==> src/rtl/fnd_scan_controller_pkg.sv <==
// Shared types and constants for the 4-digit FND scan driver.
// Provides the scan state type and the leading-zero blanking helper.
package fnd_pkg;

  localparam int FND_DIGITS       = 4;
  localparam int FND_DIGIT_W      = 2;
  localparam int BCD_W            = 4;
  localparam int BCD_WORD_W       = FND_DIGITS * BCD_W;
  localparam int PRESCALE_DIV_DEF = 100_000;

  typedef enum logic {
    IDLE = 1'b0,
    SCAN = 1'b1
  } scan_state_t;

  // True when digit > 0 and every nibble from digit up to the MSD is zero.
  function automatic logic lz_blanked(input logic [BCD_WORD_W-1:0]  word,
                                      input logic [FND_DIGIT_W-1:0] digit);
    logic all_zero;
    all_zero = 1'b1;
    for (int d = 0; d < FND_DIGITS; d++) begin
      if (d >= int'(digit)) begin
        all_zero = all_zero & (word[d*BCD_W +: BCD_W] == '0);
      end
    end
    return (digit != '0) && all_zero;
  endfunction

endpackage

==> src/rtl/fnd_scan_controller_if.sv <==
// Control/data bundle between the scan controller and its host/decoder side.
// The controller uses the slave modport; the host side uses master.
interface fnd_scan_if;
  import fnd_pkg::*;

  logic                   i_Enable;
  logic                   i_Load;
  logic [BCD_WORD_W-1:0]  i_Bcd;
  logic                   i_BlankLZ;
  logic                   o_En;
  logic [FND_DIGIT_W-1:0] o_DigitSelect;
  logic [BCD_W-1:0]       o_Value;
  logic                   o_FrameTick;
  logic                   o_Pending;

  modport master (
    output i_Enable, i_Load, i_Bcd, i_BlankLZ,
    input  o_En, o_DigitSelect, o_Value, o_FrameTick, o_Pending
  );

  modport slave (
    input  i_Enable, i_Load, i_Bcd, i_BlankLZ,
    output o_En, o_DigitSelect, o_Value, o_FrameTick, o_Pending
  );

endinterface

==> src/rtl/fnd_scan_controller_tick_gen.sv <==
// Slot prescaler: counts 0..DIV-1 while enabled and pulses o_tick on the last count.
// A clear forces the count back to zero and suppresses the tick.
module fnd_tick_gen #(
  parameter int DIV = 4
) (
  input  logic i_clk,
  input  logic i_reset,
  input  logic i_en,
  input  logic i_clr,
  output logic o_tick
);

  localparam int CNT_W = (DIV > 2) ? $clog2(DIV) : 1;
  localparam logic [CNT_W-1:0] CNT_MAX = CNT_W'(DIV - 1);

  logic [CNT_W-1:0] cnt_q, cnt_d;

  always_ff @(posedge i_clk or posedge i_reset) begin
    if (i_reset) begin
      cnt_q <= '0;
    end else begin
      cnt_q <= cnt_d;
    end
  end

  always_comb begin
    cnt_d = cnt_q;
    if (i_clr) begin
      cnt_d = '0;
    end else if (i_en) begin
      cnt_d = (cnt_q == CNT_MAX) ? '0 : cnt_q + 1'b1;
    end
  end

  assign o_tick = i_en && !i_clr && (cnt_q == CNT_MAX);

endmodule

==> src/rtl/fnd_scan_controller.sv <==
// 4-digit FND scan driver with frame-aligned double-buffered loads and leading-zero blanking.
//   state | meaning
//   IDLE  | display off, slot counters held at 0, pending word copied straight to active
//   SCAN  | stepping digit0..3 one slot each, pending word applied at frame boundary
module fnd_scan_controller
  import fnd_pkg::*;
#(
  parameter int PRESCALE_DIV = PRESCALE_DIV_DEF
) (
  input logic         i_clk,
  input logic         i_reset,
  fnd_scan_if.slave   bus
);

  scan_state_t            state_q, state_d;
  logic [FND_DIGIT_W-1:0] digit_q, digit_d;
  logic [BCD_WORD_W-1:0]  pend_buf_q, pend_buf_d;
  logic [BCD_WORD_W-1:0]  active_q, active_d;
  logic                   pending_q, pending_d;
  logic                   en_q, en_d;
  logic [FND_DIGIT_W-1:0] sel_q, sel_d;
  logic [BCD_W-1:0]       val_q, val_d;
  logic                   ftick_q, ftick_d;

  logic scan_run;
  logic tick;
  logic frame_bnd;
  logic xfer;

  // Dropping i_Enable stops the scan on that very edge, so gate everything with it.
  assign scan_run  = (state_q == SCAN) && bus.i_Enable;
  assign frame_bnd = tick && (digit_q == FND_DIGIT_W'(FND_DIGITS - 1));
  assign xfer      = pending_q && (frame_bnd || (state_q == IDLE));

  fnd_tick_gen #(
    .DIV (PRESCALE_DIV)
  ) u_tick_gen (
    .i_clk   (i_clk),
    .i_reset (i_reset),
    .i_en    (scan_run),
    .i_clr   (!scan_run),
    .o_tick  (tick)
  );

  always_ff @(posedge i_clk or posedge i_reset) begin
    if (i_reset) begin
      state_q    <= IDLE;
      digit_q    <= '0;
      pend_buf_q <= '0;
      active_q   <= '0;
      pending_q  <= 1'b0;
      en_q       <= 1'b0;
      sel_q      <= '0;
      val_q      <= '0;
      ftick_q    <= 1'b0;
    end else begin
      state_q    <= state_d;
      digit_q    <= digit_d;
      pend_buf_q <= pend_buf_d;
      active_q   <= active_d;
      pending_q  <= pending_d;
      en_q       <= en_d;
      sel_q      <= sel_d;
      val_q      <= val_d;
      ftick_q    <= ftick_d;
    end
  end

  always_comb begin
    state_d    = state_q;
    digit_d    = '0;
    pend_buf_d = pend_buf_q;
    active_d   = active_q;
    pending_d  = pending_q;
    en_d       = 1'b0;
    sel_d      = '0;
    val_d      = '0;
    ftick_d    = frame_bnd;

    case (state_q)
      IDLE:    if (bus.i_Enable)  state_d = SCAN;
      SCAN:    if (!bus.i_Enable) state_d = IDLE;
      default: state_d = IDLE;
    endcase

    if (scan_run) begin
      digit_d = tick ? digit_q + 1'b1 : digit_q;
    end

    // A load coinciding with a transfer keeps the flag set: active takes the old word.
    if (xfer) begin
      active_d  = pend_buf_q;
      pending_d = 1'b0;
    end
    if (bus.i_Load) begin
      pend_buf_d = bus.i_Bcd;
      pending_d  = 1'b1;
    end

    if (scan_run) begin
      sel_d = digit_q;
      val_d = active_q[int'(digit_q)*BCD_W +: BCD_W];
      en_d  = !(bus.i_BlankLZ && lz_blanked(active_q, digit_q));
    end
  end

  assign bus.o_En          = en_q;
  assign bus.o_DigitSelect = sel_q;
  assign bus.o_Value       = val_q;
  assign bus.o_FrameTick   = ftick_q;
  assign bus.o_Pending     = pending_q;

endmodule

==> src/flat_wrapper.sv <==
// flat-port wrapper written by rule: the top's interface ports become plain ports
module fnd_scan_controller_flat import fnd_pkg::*;
#(
  parameter int PRESCALE_DIV = PRESCALE_DIV_DEF
)
  (i_clk, i_reset, bus_i_Enable, bus_i_Load, bus_i_Bcd, bus_i_BlankLZ, bus_o_En, bus_o_DigitSelect, bus_o_Value, bus_o_FrameTick, bus_o_Pending);
  fnd_scan_if bus_i ();
  input logic i_clk;
  input logic i_reset;
  input wire logic [$bits(bus_i.i_Enable)-1:0] bus_i_Enable;
  input wire logic [$bits(bus_i.i_Load)-1:0] bus_i_Load;
  input wire logic [$bits(bus_i.i_Bcd)-1:0] bus_i_Bcd;
  input wire logic [$bits(bus_i.i_BlankLZ)-1:0] bus_i_BlankLZ;
  output wire logic [$bits(bus_i.o_En)-1:0] bus_o_En;
  output wire logic [$bits(bus_i.o_DigitSelect)-1:0] bus_o_DigitSelect;
  output wire logic [$bits(bus_i.o_Value)-1:0] bus_o_Value;
  output wire logic [$bits(bus_i.o_FrameTick)-1:0] bus_o_FrameTick;
  output wire logic [$bits(bus_i.o_Pending)-1:0] bus_o_Pending;
  assign bus_i.i_Enable = bus_i_Enable;
  assign bus_i.i_Load = bus_i_Load;
  assign bus_i.i_Bcd = bus_i_Bcd;
  assign bus_i.i_BlankLZ = bus_i_BlankLZ;
  assign bus_o_En = bus_i.o_En;
  assign bus_o_DigitSelect = bus_i.o_DigitSelect;
  assign bus_o_Value = bus_i.o_Value;
  assign bus_o_FrameTick = bus_i.o_FrameTick;
  assign bus_o_Pending = bus_i.o_Pending;
  fnd_scan_controller #(.PRESCALE_DIV(PRESCALE_DIV)) u_core (.i_clk(i_clk), .i_reset(i_reset), .bus(bus_i));
endmodule
==> config.mk <==
export PLATFORM = sky130hd
export DESIGN_NAME = fnd_scan_controller_flat
export DESIGN_NICKNAME = d
export VERILOG_FILES = /design/src/rtl/fnd_scan_controller_pkg.sv /design/src/rtl/fnd_scan_controller_if.sv /design/src/rtl/fnd_scan_controller_tick_gen.sv /design/src/rtl/fnd_scan_controller.sv /design/src/flat_wrapper.sv
export SDC_FILE = /design/constraint.sdc
export NUM_CORES = 1
export LEC_CHECK = 0
export CORE_MARGIN = 10
export CORE_UTILIZATION = 40
export DETAILED_ROUTE_END_ITERATION = 7
export SLEW_MARGIN = 0
export SYNTH_ARGS = -nofsm -noshare
export SYNTH_HDL_FRONTEND = slang
export SYNTH_SLANG_ARGS = --single-unit
==> constraint.sdc <==
create_clock -name i_clk -period 2.45 [get_ports i_clk]
set_clock_uncertainty 0.15 [all_clocks]
set_input_delay 0.49 -clock i_clk [delete_from_list [all_inputs] [get_ports i_clk]]
set_output_delay 0.49 -clock i_clk [all_outputs]
set_load 0.02 [all_outputs]
After elaboration in Yosys (flattened, before gate mapping)
Index checks and enable logic that the tools add are counted.
{"block": "word_totals", "ff_bits": 61, "latch_bits": 0, "ramBits": 0, "rom_bits": 0, "mem_count": 0}
{"block": "op_classes", "n_addsub": 2, "n_mul": 0, "div": 0, "order_cmp": 3, "eq_ne": 3, "n_shift": 1, "muxes": 17, "n_bitwise": 4, "n_reduce_logical": 14}
{"operator": "$mux W17", "n": 2}
{"operator": "$add A17 B1 Y17 const B", "n": 1}
{"operator": "$eq A17 B17 Y1 const B", "n": 1}
{"operator": "$logic_not A4 Y1", "n": 4}
{"operator": "$shiftx A16 B5 Y4", "n": 1}
{"operator": "$mux W1", "n": 11}
{"operator": "$logic_and A1 B1 Y1", "n": 6}
{"operator": "$mux W2", "n": 3}
{"operator": "$ge A1 B2 Y1 const A", "n": 2}
{"operator": "$mux W4", "n": 1}
{"operator": "$reduce_bool A2 Y1", "n": 2}
{"operator": "$and A1 B1 Y1", "n": 3}
{"operator": "$add A2 B1 Y2 const B", "n": 1}
{"operator": "$eq A2 B2 Y1 const B", "n": 1}
{"operator": "$ge A2 B2 Y1 const A", "n": 1}
{"operator": "$ne A2 B2 Y1 const B", "n": 1}
{"operator": "$logic_not A1 Y1", "n": 1}
{"operator": "$logic_or A1 B1 Y1", "n": 1}
{"operator": "$not A1 Y1", "n": 1}

Longest topological paths before layout
Gate-level depths: netlist of run 1.
{"block": "logic_depth", "ltp_word": 15, "ltp_mapped": 7, "mapped_depth_nobuf": 6}

By module
From an unflattened synthesis of run 1, not the netlist that was laid out.
{"block": "unflattened", "hier_cells": 227, "hier_area_um2": 2882.8}
{"module": "fnd_scan_controller", "instances": 1, "cells_each": 116, "area_each_um2": 1846.8, "seq_area_each_um2": 1101.1}
{"module": "fnd_tick_gen", "instances": 1, "cells_each": 111, "area_each_um2": 1036.0, "seq_area_each_um2": 425.4}

Worst setup path before layout of run 1
No wires, ideal clock.
{"block": "synth_timing", "kind": "reg2reg", "from": "reg u_core.digit_q[1]", "to": "reg u_core.en_q (netlist: u_core.bus.o_En)", "setup_ns": 0.132, "arrival_time_ns": 1.766, "t_required_ns": 2.168, "path_slack_ns": 0.402, "stages_incl_launch_ff": 7, "path_buffers": 1, "period_less_slack_ns": 2.048, "cell_sequence": "dfrtp_1 -> clkbuf_1 -> inv_1 -> ha_1 -> or4b_2 -> nor4_1 -> nor2_1"}
{"block": "synth_between", "elab_chain_len": 15, "elab_cells_between_ends": 18, "classes_between": "3 x order compare; 8 x mux; 3 x bitwise; 4 x reduce/logical"}
{"element": "from (decl)", "line": "fnd_scan_controller.sv:16", "rtl": "logic [FND_DIGIT_W-1:0] digit_q, digit_d;"}
{"element": "from (signal assigned)", "line": "fnd_scan_controller.sv:58", "rtl": "digit_q <= digit_d;"}
{"element": "$ge A1 B2 Y1", "line": "fnd_scan_controller_pkg.sv:22", "rtl": "if (d >= int'(digit)) begin"}
{"element": "$mux W1", "line": "fnd_scan_controller_pkg.sv:22"}
{"element": "$mux W1", "line": "fnd_scan_controller.sv:100", "rtl": "if (scan_run) begin"}
{"element": "$and A1 B1 Y1", "line": "fnd_scan_controller_pkg.sv:23", "rtl": "all_zero = all_zero & (word[d*BCD_W +: BCD_W] == '0);"}
{"element": "$mux W1", "line": "fnd_scan_controller_pkg.sv:22"}
{"element": "$mux W1", "line": "fnd_scan_controller.sv:100"}
{"element": "$and A1 B1 Y1", "line": "fnd_scan_controller_pkg.sv:23"}
{"element": "$mux W1", "line": "fnd_scan_controller_pkg.sv:22"}
{"element": "$mux W1", "line": "fnd_scan_controller.sv:100"}
{"element": "$and A1 B1 Y1", "line": "fnd_scan_controller_pkg.sv:23"}
{"element": "$mux W1", "line": "fnd_scan_controller.sv:100"}
{"element": "$logic_and A1 B1 Y1 *", "line": "fnd_scan_controller_pkg.sv:26", "rtl": "return (digit != '0) && all_zero;"}
{"element": "$logic_and A1 B1 Y1 *", "line": "fnd_scan_controller.sv:103", "rtl": "en_d = !(bus.i_BlankLZ && lz_blanked(active_q, digit_q));"}
{"element": "$logic_not A1 Y1 *", "line": "fnd_scan_controller.sv:103"}
{"element": "$mux W1 *", "line": "fnd_scan_controller.sv:100"}
{"element": "via u_core.en_d", "line": "fnd_scan_controller.sv:20", "rtl": "logic en_q, en_d;"}
{"element": "to (signal assigned)", "line": "fnd_scan_controller.sv:62", "rtl": "en_q <= en_d;"}
{"element": "to (decl)", "line": "fnd_scan_controller.sv:20"}
The timed path passes the listed nets; every way through them passes the cells marked *. The select of a mux whose other input is x is not followed.
A chain may end at the register's enable or synchronous reset.

Worst setup path after layout of run 1
{"block": "layout_timing", "from": "reg u_core.u_tick_gen.cnt_q[0]", "to": "reg u_core.active_q[6]"}
{"block": "layout_between", "elab_chain_len": 5}
{"element": "from (decl)", "line": "fnd_scan_controller_tick_gen.sv:16", "rtl": "logic [CNT_W-1:0] cnt_q, cnt_d;"}
{"element": "from (signal assigned)", "line": "fnd_scan_controller_tick_gen.sv:22", "rtl": "cnt_q <= cnt_d;"}
{"element": "$eq A17 B17 Y1", "line": "fnd_scan_controller_tick_gen.sv:35", "rtl": "assign o_tick = i_en && !i_clr && (cnt_q == CNT_MAX);"}
{"element": "$logic_and A1 B1 Y1", "line": "fnd_scan_controller_tick_gen.sv:35"}
{"element": "$logic_and A1 B1 Y1", "line": "fnd_scan_controller.sv:32", "rtl": "assign frame_bnd = tick && (digit_q == FND_DIGIT_W'(FND_DIGITS - 1));"}
{"element": "$logic_or A1 B1 Y1", "line": "fnd_scan_controller.sv:33", "rtl": "assign xfer = pending_q && (frame_bnd || (state_q == IDLE));"}
{"element": "$logic_and A1 B1 Y1", "line": "fnd_scan_controller.sv:33"}
{"element": "to (signal assigned)", "line": "fnd_scan_controller.sv:60", "rtl": "active_q <= active_d;"}
{"element": "to (decl)", "line": "fnd_scan_controller.sv:18", "rtl": "logic [BCD_WORD_W-1:0] active_q, active_d;"}
No other way between the ends.

==> results of run 1 <==
final cells by class:
type | instances | area (sq um)
fill | 583 | 3170
clock inverter | 5 | 27.5
clock buffer | 10 | 138
timing repair buffer | 35 | 360
sequential | 61 | 1530
multi-input combinational | 135 | 1110
inverter | 9 | 33.8
tap | 77 | 96.3
worst max-delay path, cell delays in order, from the launching register on:
cell and delay (ps):
dfrtp_1 390, ha_1 230, and4_1 300, nand4_1 210, o22ai_4 180, buf_12 180
mux2_2 330
registers in the layout (all words and copies together) (netlist names):
signal,cells
u_core.bus.o_Value,4
u_core.bus.o_En,1
u_core.u_tick_gen.cnt_q,17
u_core.bus.o_DigitSelect,2
u_core.active_q,16
u_core.bus.o_Pending,1
u_core.state_q,1
u_core.digit_q,2
u_core.pend_buf_q,16
u_core.bus.o_FrameTick,1
layer usage:
layer  vias up  track usage, %
met3         8            4.59
li1        831               -
met4         0            4.88
met2        37            16.0
met1       843            14.4
met5         -               0
through the flow:
step | utilization, % | worst slack (ps) | total power, mW
finish | 50.9 | 356 | 2.14
CTS | 50.9 | 336 | 2.17
detailed placement | 48.4 | 314 | 1.41
global route | 50.9 | 182 | 2.24
global placement | 48.4 | 334 | 1.40
floorplan | - | 297 | 1.30
cells in the final DEF (no fill, tap or decap), types with 7 or more instances in the layout:
cell | synthesis | layout
clkdlybuf4s50_1 | 0 | 29
nand2_1 | 8 | 8
nand3_1 | 8 | 8
nor4_1 | 7 | 7
xnor2_1 | 11 | 11
nor2_1 | 22 | 22
inv_1 | 9 | 8
clkbuf_8 | 0 | 10
mux2_2 | 32 | 32
dfrtp_1 | 61 | 61
kinds of logic after synthesis:
group | count (synthesis) | share of synthesized area, %
simple gates | 72 | 15.0
flops | 61 | 56.2
mux | 37 | 17.0
buf+inv | 17 | 2.99
xor+xnor | 14 | 4.51
compound gates | 7 | 2.07
fa+ha+maj | 5 | 2.30
how the worst max path moves through the flow:
stage	depth (start not counted)	startpoint	to	slack, ps
2_1_floorplan	1	i_reset	u_core.active_q[0]	300
3_3_place_gp	5	bus_i_Enable	u_core.active_q[12]	330
3_5_place_dp	5	bus_i_Enable	u_core.active_q[0]	310
4_1_cts	6	u_core.u_tick_gen.cnt_q[0]	u_core.u_tick_gen.cnt_q[13]	340
5_1_grt	6	u_core.u_tick_gen.cnt_q[0]	u_core.u_tick_gen.cnt_q[3]	180
6_report	6	u_core.u_tick_gen.cnt_q[0]	u_core.active_q[6]	360
power by group through the flow:
stage               Clock (mW)  Combinational [mW]  Sequential, mW
floorplan                    0               0.143            1.16
global placement             0               0.225            1.17
detailed placement           0               0.229            1.18
CTS                      0.784               0.229            1.16
global route             0.828               0.245            1.17
finish                   0.756               0.224            1.16
==> results.yml, run 1 <==
hold_path:
  hold_path.class: "reg -> reg"
  hold_start: "u_core.u_tick_gen.cnt_q[0]"
  hold_path_end: "u_core.u_tick_gen.cnt_q[0]"
  hold_path_depth: 1
clock_tree:
  cts_max_level: 3
  hold_buffers: 0
  worstSkewPairLatency_ps: 340
  cts_num_sinks: 61
  cts_root_buf: "clkbuf_8"
  cts_tree: "yes"
  numCtsBuffers: 9
  clockBufferDepth: 2
  clk_pin_slew_ps: 60
  cts_setup_buffers: 0
  ctsResizeCount: 0
job:
  maxCapViolCount: 0
synthesis:
  yosys-top-cells-area: "dfrtp_1 (56%), mux2_2 (13%), xnor2_1 (3.5%), mux4_2 (3.3%), nor2_1 (3.0%)"
  async_reset_ff_share_pct: 100
  synthFlopType: "dfrtp_1"
  yosysMostFrequentCell: "dfrtp_1"
  netlist.area_leader.share_pct: 56.2
  syn_inst: 213
  synthesis.nets: 239
  ys_seq_area_share_pct: 56.2
  ys_types: 39
  synth_edf_count: 0
  ys_seq_elements: 61
  syn_area_per_cell_sq_um: 12.8
  ys_warn_count: 0
  synth_area_sq_um: 2720
  synth_top_cells_by_count: "dfrtp_1 (61), mux2_2 (32), nor2_1 (22)"
  netlist.top_cell.by_area: "dfrtp_1"
critical_path:
  path_class: "reg -> reg"
  reg2reg_slack_ps: 360
  start_kind: "flip-flop"
  end_kind: "flip-flop"
  arrival_ps: 2160
  path_max_fanout: 16
  cp.required_ps: 2510
  r2r-end: "u_core.active_q[6]"
  worstRegToRegCells: 6
  reg2reg_from: "u_core.u_tick_gen.cnt_q[0]"
route:
  top_layer: "met4"
  ant_nets: 0
  vias: 1719
  first_pass_iters: 4
  drcViolationCount: 0
  drt-initial-drc-count: 86
  routed_wl_mm: 5.09
  wl_met3_microns: 289
  dr_wl_met2_mm: 2.23
  routedWlPerCell_microns: 15.3
  via_per_inst: 5.18
  wl_met1_mm: 2.50
power:
  ir_drop_mv: 0.432
  p_clk_share_pct: 35.4
  combPwrFrac_pct: 10.5
  net-switching-power_mw: 0.518
  intPower_mw: 1.62
  leakagePower_nw: 1.34
  p_seq_share_pct: 54.1
  p_per_area_nw_per_um2: 649
  swShare_pct: 24.3
sta:
  period_share_pct: 85.5
  setup_violations: 0
  holdWs_ps: 336
  setup_tns_ps: 0
  slew_violations: 0
  fmax_mhz: 478
  rsz0062_at_grt: "false"
  hold_violations: 0
  period_minus_slack_ps: 2090
  slew_headroom_pct: 67.8
  worst_pin_slew_ps: 481
global_route:
  grt_pass1_vias: 1766
  grtUsageTotal_pct: 11.1
  grt_overflow: 0
  grt_max_degree: 62
  grt_pass1_wl_mm: 9.00
  antenna_found_initial: 0
floorplan:
  dieArea_sq_um: 10500
  die_height_microns: 102
  die_w_microns: 102
  start_util_pct: 42.1
  io_pins: 30
  rows: 29
  core_sq_um: 6460
place:
  port_buffers: 29
  place_congestion: 0.770
  dp.cells: 317
  detailed_place_hpwl_mm: 3.62
  placed_area_sq_um: 3130
final_layout:
  design_area_sq_um: 3290
  synthToLayoutAreaGrowth_pct: 21.1
  drive_above_1_share_pct: 25.1
  final_cell_count_no_fill: 332
  num_antenna_cells: 0
  layout.nets: 277
run_status:
  status: "completed"
No activity file was read; power rests on OpenSTA's default activity.
==> run 2: changes to the inputs <==
GPL_TIMING_DRIVEN = 0   (was not set)
==> results.yml, run 2 (synthesis gave the netlist of run 1 again) <==
run_status:
  status: "completed"
route:
  drt-initial-drc-count: 41
  routed_wl_mm: 5.24
  routedWlPerCell_microns: 15.6
  vias: 1718
  ant_nets: 0
  first_pass_iters: 4
  via_per_inst: 5.13
  drcViolationCount: 0
floorplan:
  core_sq_um: 6460
  start_util_pct: 42.1
  die_height_microns: 102
  rows: 29
  io_pins: 30
  die_w_microns: 102
  dieArea_sq_um: 10500
clock_tree:
  clk_pin_slew_ps: 70
  cts_num_sinks: 61
  cts_root_buf: "clkbuf_8"
  worstSkewPairLatency_ps: 340
  numCtsBuffers: 9
  hold_buffers: 0
  clockBufferDepth: 2
  ctsResizeCount: 0
  cts_max_level: 3
  cts_setup_buffers: 0
  cts_tree: "yes"
job:
  maxCapViolCount: 0
final_layout:
  largest_register_ffs: 17
  fill_cells: 590
  num_antenna_cells: 0
  final_cell_count_no_fill: 335
  reg.largest.list: "u_core.u_tick_gen.cnt_q: 17 flops, u_core.active_q: 16 flops, u_core.pend_buf_q: 16 flops"
  synthToLayoutAreaGrowth_pct: 22.8
  drive_above_1_share_pct: 24.8
  layout.nets: 279
  mostFrequentLayoutCells: "dfrtp_1 (61), mux2_2 (32), clkdlybuf4s50_1 (28), nor2_1 (22), xnor2_1 (11)"
  layout.cells.most_common: "dfrtp_1"
  top_register: "u_core.u_tick_gen.cnt_q"
place:
  detailed_place_hpwl_mm: 3.84
  place_congestion: 0.778
  port_buffers: 28
  dp.cells: 319
sta:
  slew_headroom_pct: 61.2
  hold_violations: 0
  rsz0062_at_grt: "false"
  worst_pin_slew_ps: 582
  slew_violations: 0
  setup_violations: 0
  fmax_mhz: 444
  period_minus_slack_ps: 2250
  period_share_pct: 92.0
critical_path:
  start_kind: "flip-flop"
  cp.required_ps: 2510
  slowest_stage: "or4b_2"
  reg2reg_from: "u_core.digit_q[1]"
  reg2reg_slack_ps: 200
  crit_buf_inv: 2
  worst_path_largest_cell_delay_ps: 600
  path_max_fanout: 7
  crit_start: "u_core.digit_q[1]"
  arrival_ps: 2310
  cp_cell_sequence: "clkbuf_1 -> inv_1 -> ha_1 -> or4b_2 -> nor4_1 -> nor2_1"
  path_delay_family: "simple AND/OR/NAND/NOR gates"
  path_class: "reg -> reg"
  end_kind: "flip-flop"
global_route:
  grtUsageTotal_pct: 10.9
  grt_pass1_vias: 1819
  grt_overflow: 0
  antenna_found_initial: 0
  grt_pass1_wl_mm: 8.89
  grt_max_degree: 37
power:
  power.total_mw: 2.38
  p_per_area_nw_per_um2: 715
  leakagePower_nw: 1.36
  ir_drop_mv: 0.466
hold_path:
  hold_start: "u_core.u_tick_gen.cnt_q[0]"
  hold_path.class: "reg -> reg"
-- run 2: cell types whose count changed in the layout (fill, tap and decap cells not counted), sizes merged --
cell | before | now
clkbuf | 10 | 13
buf | 6 | 5
clkinv | 4 | 3
inv | 9 | 10
clkdlybuf4s50 | 29 | 28
bufinv | 0 | 2
-- run 2: path summary, 6_finish.rpt --
kind                       cells after the start                    endpoint
min reg2reg                                    1  u_core.u_tick_gen.cnt_q[0]
max reg2reg                                    6             u_core.bus.o_En
min in group asynchronous                      2        u_core.pend_buf_q[3]
max in group asynchronous                      3        u_core.bus.o_Pending
min                                            1  u_core.u_tick_gen.cnt_q[0]
max                                            6             u_core.bus.o_En
-- run 2: area by class of cell --
cell class / instances / area, sq um / share of cell area [%]
timing repair buffer: 29 / 300 / 9.00
sequential: 61 / 1530 / 45.8
tap: 77 / 96.3 / 2.89
inverter: 9 / 33.8 / 1.01
clock inverter: 7 / 98.8 / 2.96
buffer: 8 / 47.5 / 1.43
multi-input combinational: 135 / 1110 / 33.2
clock buffer: 9 / 124 / 3.71
-- run 2: worst reg2reg max path, cell delays in order (launching register included) --
cell      delay [ps]
dfrtp_1          380
clkbuf_1         310
inv_1            140
ha_1             200
or4b_2           600
nor4_1           260
nor2_1            80
-- run 2: layer usage --
layer  GRT usage, %  up-vias  routed length [microns]
met2           15.8       30                     2390
met4           5.86        0                       82
met5              0        -                        0
met3           3.31        8                      205
li1               -      829                        -
met1           14.4      851                     2560
-- run 2: report_power, final --
group	internal (mW)	switching, mW
Combinational	0.138	0.0837
Sequential	1.09	0.0604
Clock	0.577	0.430
Total	1.81	0.574
-- run 2: metrics by stage --
step / utilization (%) / TNS (ps) / hold WS (ps) / worst slack (ps) / area, sq um
finish: 51.6 / 0 / 345 / 197 / 3340
global route: 51.6 / 0 / 375 / 44.9 / 3340
CTS: 51.6 / 0 / 353 / 180 / 3340
detailed placement: 48.2 / 0 / 344 / 141 / 3110
global placement: 47.9 / -50240 / 331 / -827 / 3090
floorplan: - / 0 / 304 / 297 / 2720
